===== src/rtl/mem_arb_pkg.sv =====
// Shared types and constants for the datamem line-port arbiter.
package mem_arb_pkg;

  localparam int unsigned LINE_WIDTH  = 128;
  localparam int unsigned OFFSET_BITS = 4;

  typedef enum logic [1:0] {
    IDLE,
    GRANT_I,
    GRANT_D
  } arb_state_t;

  typedef enum logic {
    REQ_I = 1'b0,
    REQ_D = 1'b1
  } requester_t;

endpackage


===== src/rtl/mem_arb_rr.sv =====
// Two-way round-robin picker: a lone request wins, a tie goes to the prio side.
module mem_arb_rr
  import mem_arb_pkg::*;
(
  input  logic req_i_i,
  input  logic req_d_i,
  input  logic prio_i,
  output logic valid_o,
  output logic winner_o
);

  always_comb begin
    valid_o  = req_i_i | req_d_i;
    winner_o = REQ_I;
    if (req_i_i && req_d_i) begin
      winner_o = prio_i;
    end else if (req_d_i) begin
      winner_o = REQ_D;
    end
  end

endmodule


===== src/rtl/mem_arbiter.sv =====
// Serialises I-side line reads and D-side line reads/writes onto the single
// datamem line port, one transaction in flight, zero-bubble back-to-back grants.
module mem_arbiter
  import mem_arb_pkg::*;
#(
  parameter int unsigned ADDR_WIDTH  = 32,
  parameter int unsigned LINE_WIDTH  = mem_arb_pkg::LINE_WIDTH,
  parameter int unsigned OFFSET_BITS = mem_arb_pkg::OFFSET_BITS
) (
  input  logic                  clk,
  input  logic                  rst,
  input  logic                  i_req,
  input  logic [ADDR_WIDTH-1:0] i_addr,
  output logic [LINE_WIDTH-1:0] i_readdata,
  output logic                  i_ready,
  input  logic                  d_req,
  input  logic                  d_we,
  input  logic [ADDR_WIDTH-1:0] d_addr,
  input  logic [LINE_WIDTH-1:0] d_writedata,
  output logic [LINE_WIDTH-1:0] d_readdata,
  output logic                  d_ready,
  output logic                  mem_req,
  output logic                  WriteEnable,
  output logic [ADDR_WIDTH-1:0] memory_address,
  output logic [LINE_WIDTH-1:0] mem_writedata,
  input  logic [LINE_WIDTH-1:0] mem_readdata,
  input  logic                  mem_ready
);

  arb_state_t            state_q, state_d;
  requester_t            prio_q, prio_d;
  logic                  mem_req_q, mem_req_d;
  logic                  we_q, we_d;
  logic [ADDR_WIDTH-1:0] addr_q, addr_d;
  logic [LINE_WIDTH-1:0] wdata_q, wdata_d;

  logic arb_point;
  logic req_i_m, req_d_m;
  logic gnt_valid, winner;

  assign arb_point = (state_q == IDLE) || mem_ready;
  // The completing side still holds its request this cycle; mask it so it
  // is not served twice.
  assign req_i_m = i_req && (state_q != GRANT_I);
  assign req_d_m = d_req && (state_q != GRANT_D);

  mem_arb_rr u_rr (
    .req_i_i  (req_i_m),
    .req_d_i  (req_d_m),
    .prio_i   (prio_q),
    .valid_o  (gnt_valid),
    .winner_o (winner)
  );

  always_comb begin
    state_d   = state_q;
    prio_d    = prio_q;
    mem_req_d = mem_req_q;
    we_d      = we_q;
    addr_d    = addr_q;
    wdata_d   = wdata_q;
    if (arb_point) begin
      if (gnt_valid) begin
        mem_req_d = 1'b1;
        if (winner == REQ_D) begin
          state_d = GRANT_D;
          prio_d  = REQ_I;
          we_d    = d_we;
          addr_d  = {d_addr[ADDR_WIDTH-1:OFFSET_BITS], {OFFSET_BITS{1'b0}}};
          wdata_d = d_writedata;
        end else begin
          state_d = GRANT_I;
          prio_d  = REQ_D;
          we_d    = 1'b0;
          addr_d  = {i_addr[ADDR_WIDTH-1:OFFSET_BITS], {OFFSET_BITS{1'b0}}};
        end
      end else begin
        state_d   = IDLE;
        mem_req_d = 1'b0;
      end
    end
  end

  always_ff @(posedge clk) begin
    if (!rst) begin
      state_q   <= IDLE;
      prio_q    <= REQ_D;
      mem_req_q <= 1'b0;
      we_q      <= 1'b0;
      addr_q    <= '0;
      wdata_q   <= '0;
    end else begin
      state_q   <= state_d;
      prio_q    <= prio_d;
      mem_req_q <= mem_req_d;
      we_q      <= we_d;
      addr_q    <= addr_d;
      wdata_q   <= wdata_d;
    end
  end

  assign mem_req        = mem_req_q;
  assign WriteEnable    = we_q;
  assign memory_address = addr_q;
  assign mem_writedata  = wdata_q;

  assign i_ready    = (state_q == GRANT_I) && mem_ready;
  assign d_ready    = (state_q == GRANT_D) && mem_ready;
  assign i_readdata = mem_readdata;
  assign d_readdata = mem_readdata;

endmodule


===== config.mk =====
export PLATFORM = sky130hd
export DESIGN_NAME = mem_arbiter
export DESIGN_NICKNAME = d
export VERILOG_FILES = /design/src/rtl/mem_arb_pkg.sv /design/src/rtl/mem_arb_rr.sv /design/src/rtl/mem_arbiter.sv
export SDC_FILE = /design/constraint.sdc
export NUM_CORES = 1
export LEC_CHECK = 0
export ABC_AREA = 1
export ABC_CLOCK_PERIOD_IN_PS = 2700
export CAP_MARGIN = 20
export CORE_AREA = 4 4 284 286
export CTS_BUF_LIST = sky130_fd_sc_hd__clkbuf_8
export DETAILED_ROUTE_END_ITERATION = 8
export DIE_AREA = 0 0 288 290
export GPL_ROUTABILITY_DRIVEN = 0
export PLACE_DENSITY = 0.4
export SLEW_MARGIN = 15
export SYNTH_ARGS = -nofsm -noshare
export SYNTH_HDL_FRONTEND = slang
export SYNTH_HIERARCHICAL = 1
export SYNTH_SLANG_ARGS = --single-unit

===== constraint.sdc =====
create_clock -name clk -period 2.7 [get_ports clk]
set_input_delay 0.81 -clock clk [delete_from_list [all_inputs] [get_ports clk]]
set_output_delay 0.81 -clock clk [all_outputs]
set_load 0.01 [all_outputs]

# Yosys cells after proc, flatten, opt, wreduce, memory -nomap -nowiden
# Cells that the tools add are included.
[word_totals] elab_cells=28 register_bits=165 in_bits=326
[op_classes] mux=8 n_reduce_logical=9 eq_ne=4 n_bitwise=1
[op_table] operator="32-bit 2-to-1 mux" n=1
[op_table] operator="1-bit logical AND" n=5
[op_table] operator="1-bit 2-to-1 mux" n=5
[op_table] operator="2-bit 2-to-1 mux" n=2
[op_table] operator="3-bit AND reduction" n=1
[op_table] operator="2-bit by 1-bit equality test with 1-bit output (second input constant)" n=1
[op_table] operator="2-bit equality test (second input constant)" n=1
[op_table] operator="2-bit zero test" n=1
[op_table] operator="2-bit by 1-bit != test with 1-bit output (second input constant)" n=1
[op_table] operator="2-bit != test (second input constant)" n=1
[op_table] operator="2-bit AND reduction" n=1
[op_table] operator="1-bit logical OR" n=1
[op_table] operator="1-bit bitwise OR" n=1

# Logic depth before layout (Yosys ltp)
[depth] depth_word=6 mapped_depth=12 depth_no_buf=10

# Modules after synthesis
# The synthesis kept the hierarchy.
[by_module_without_submodules] module="mem_arbiter" cells_per_inst=1271 instances=1 area_each_um2=9096.2
[by_module_without_submodules] module="mem_arb_rr" cells_per_inst=5 instances=1 area_each_um2=22.5

# Worst setup path before layout
# OpenSTA, ideal clock, no wires.
[synth_path] kind="in2reg" start="input i_req" end="register wdata_q[40] (netlist: mem_writedata[40])" path_slack_ns=0.581 t_arrival_ns=2.004 stages=10 required_ns=2.585 setup_ns=0.115 path_cell_list="a21boi_0 nand3_1 nand2_1 nand2_1 clkinv_1 buf_2 buf_1 nand3b_1 nand2_1 nor2_1"
[synth_via] elab_chain_cells=4 word_cells_on_any_way=5 classes_between="mux (1); bitwise (1); reduce/logical (3)"
[synth_lines] element="from (decl)" line="mem_arbiter.sv:12" rtl="input logic i_req,"
[synth_lines] element="1-bit logical AND" line="mem_arbiter.sv:44" rtl="assign req_i_m = i_req && (state_q != GRANT_I);"
[synth_lines] element="1-bit logical AND" line="mem_arb_rr.sv:15" rtl="if (req_i_i && req_d_i) begin"
[synth_lines] element="1-bit 2-to-1 mux" line="mem_arb_rr.sv:15"
[synth_lines] element="named net winner" line="mem_arbiter.sv:39" rtl="logic gnt_valid, winner;"
[synth_lines] element="3-bit AND reduction (no source line)"
[synth_lines] element="to (signal assigned)" line="mem_arbiter.sv:98" rtl="wdata_q <= wdata_d;"
[synth_lines] element="to (decl)" line="mem_arbiter.sv:35" rtl="logic [LINE_WIDTH-1:0] wdata_q, wdata_d;"
# The timed path passes the listed nets, and every way through them passes these cells.
# A chain may end at the register's enable or synchronous reset.

# Final worst setup path
[layout_path] start="input mem_ready" end="output d_ready"
[layout_via] elab_chain_cells=1
[layout_lines] element="from (decl)" line="mem_arbiter.sv:27" rtl="input logic mem_ready"
[layout_lines] element="1-bit logical AND" line="mem_arbiter.sv:108" rtl="assign d_ready = (state_q == GRANT_D) && mem_ready;"
[layout_lines] element="to (decl)" line="mem_arbiter.sv:21" rtl="output logic d_ready,"
# Every way passes these cells.

==> metrics <==
setup slack, reg-to-reg=0.64 ns; status=complete, no violations; drt drc=0; Fin. Hold Viols=0; WL/cell=13.70 um; R2R depth=10; Worst-Skew Late Latency=0.55 ns; maximum vdd drop=0.2180 mV; TritonCTS Buffers=17; worst r2r src=state_q[1]$_SDFFE_PN0P_; clock skew=0.02662 ns; Ports=746; Period Utilization, post-route=95.39%; post-synth top area share=35.35%; synthesis-to-finish area growth=38.24%; Final #Nets=1662; post-DR vias/cell=3.236; footprint of the multi-input gates=0.003445 mm2; hold crit path type=reg2reg; synthesized area=0.009119 mm2; Synth Register Bits=161; Final HPWL DP=24350 um; synth warn=6; Tot GR Track Use=7.717%; initial drt markers=392; core outline area=0.07836 mm2; WS Path Type=in2out; post-synthesis cell type count=17; # hold bufs at CTS=0; First-pass DRT Iterations=4; global-route wire length before repair=48690 um; CP Data Arrival Time=1.77 ns; Reg-to-Reg End=mem_writedata[64]$_SDFFE_PN0P_; Core Rows=103; Overflow after GRT=0; capture point of the worst path=d_ready; clk buf depth=2; Pleak=4.863 nW; H-tree depth=4; routed vias=7772; RSZ-0062 raised after global routing=false; fraction of layout cells with a size suffix above 1=5.263%; final hold slack=0.4707 ns; Root Buffer=clkbuf_8; die area=0.08352 mm2; vias in the first global route=7908; Fill cells=8963; CP max FO=3; Synth area leader=dfxtp_1; Worst-path clk slew=0.10 ns; post-synthesis sequential area ratio=35.35%; initial antenna violation count=3; final setup vio count=0; start point of the critical path=mem_ready; Worst Setup Start Kind=primary input; crit end category=output port; Final Util=16.09%; post-layout min period=2.576 ns; total wire length=32900 um; die width=288 um; final max-slew violation count=0; maxcap violations=0; FMAX=388.3 MHz; CTS Sinks=161; pwr dens=637.9 mW/mm2; Cells after Synth=1276; Initial Util=11.64%; Port Buffers=349; largest net degree at the start of global routing=60; syn avg cell area=7.146 um2; Worst EP required=1.89 ns; Routed Antenna Nets=0; DIE HEIGHT=290 um; register area=0.003223 mm2; CTS tree=built; Synth area leaders=dfxtp_1 (35%), buf_4 (22%), nand2_1 (11%)
cell families (layout without fill, tap and decap cells):
| kind of cell | after synthesis | after routing | synth area share, % |
|---|---|---|---|
| flip-flops | 161 | 161 | 35.35 |
| AO/OA/AOI/OAI | 135 | 135 | 7.588 |
| AND/OR/NAND/NOR | 597 | 597 | 29.97 |
| buffers and inverters | 382 | 452 | 27.06 |
| other | 1 | 7 | 0.04112 |
cell usage in the layout, fill, tap and decap left out, types with 2 or more instances in the layout:
master           Yosys  final
bufinv_16            0      5
buf_12               0     19
a21oi_1            132    132
nor3_1               2      2
dfxtp_1            161    161
nor2_1             184    184
conb_1               1      4
nand3_1              5      4
dlygate4sd2_1        0      2
nand3b_1           128    128
inv_8                0      3
clkbuf_8             0     18
inv_1               35     35
nand2_1            277    277
inv_6                0      6
buf_4              264     16
clkdlybuf4s50_1      0    346
diode_2              0      3
a21boi_0             2      2
cell type report:
type,count,area share [%]
Clock buffer,18,1.965
Sequential cell,161,25.57
Clock inverter,14,1.856
Tap cell,1050,10.42
Multi-Input combinational cell,736,27.33
Antenna cell,3,0.05955
Timing Repair Buffer,384,31.67
Inverter,36,1.132
state kept, by name, summed over array words and instances, names as in the netlist:
signal and flops:
WriteEnable 1, mem_req 1, mem_writedata 128, memory_address 28, prio_q 1, state_q 2
metal layers:
metal  vias up  wire (um)  global-route usage (%)
li1       3872          -                       -
met1      3409      11990                   7.673
met2       364      14890                   12.12
met3       127       3994                   4.321
met4         0       2021                   5.521
met5         -          0                       0
cell usage after synthesis, drive strengths merged:
library cell  number
clkinv             1
inv               35
nor2             184
a21boi             2
dfxtp            161
clkbuf            34
or2                1
o21ai              1
nand2            277
nor3               2
nand3              5
buf              312
a21oi            132
conb               1
nand3b           128
report_power, final:
part | internal [mW] | leakage [nW] | switching (mW) | total, mW
clock | 1.16 | 0.244 | 1.14 | 2.30
sequential | 2.74 | 1.33 | 0.197 | 2.94
combinational | 1.45 | 3.29 | 1.36 | 2.80
total | 5.35 | 4.86 | 2.69 | 8.04
per-stage QoR:
step | power (mW) | worst slack [ns] | area (um2) | TNS [ns] | instances
after floorplan | 4.710 | 0.5810 | 9130 | 0 | 1279
after global placement | 5.841 | -0.2158 | 12120 | -7.966 | 2367
after detailed placement | 5.860 | -0.1850 | 12120 | -13.58 | 2367
after CTS | 8.325 | 0.09404 | 12600 | 0 | 2399
after global routing | 8.654 | 0.04968 | 12600 | 0 | 2400
final | 8.041 | 0.1244 | 12610 | 0 | 2402
how the worst min path moves through the flow:
stage                         start              endpoint  cells after the start
6_report        prio_q$_SDFFE_PN1P_   prio_q$_SDFFE_PN1P_                      2
5_1_grt         prio_q$_SDFFE_PN1P_   prio_q$_SDFFE_PN1P_                      2
4_1_cts         prio_q$_SDFFE_PN1P_   prio_q$_SDFFE_PN1P_                      2
3_5_place_dp    prio_q$_SDFFE_PN1P_   prio_q$_SDFFE_PN1P_                      2
3_3_place_gp   mem_req$_SDFFE_PN0P_  mem_req$_SDFFE_PN0P_                      2
2_1_floorplan   prio_q$_SDFFE_PN1P_   prio_q$_SDFFE_PN1P_                      2
timing repair:
item | CTS | global route
resized for setup | 2 | 0
hold endpoints to repair | 0 | 0
buffers inserted | 0 | 0
setup endpoints to repair | 2 | 0
critical path, cell delays in order:
cell and delay, ns:
clkdlybuf4s50_1 0.47, inv_1 0.07, nor3_1 0.12, dlygate4sd2_1 0.30
Power figures use the tool's default switching activity.
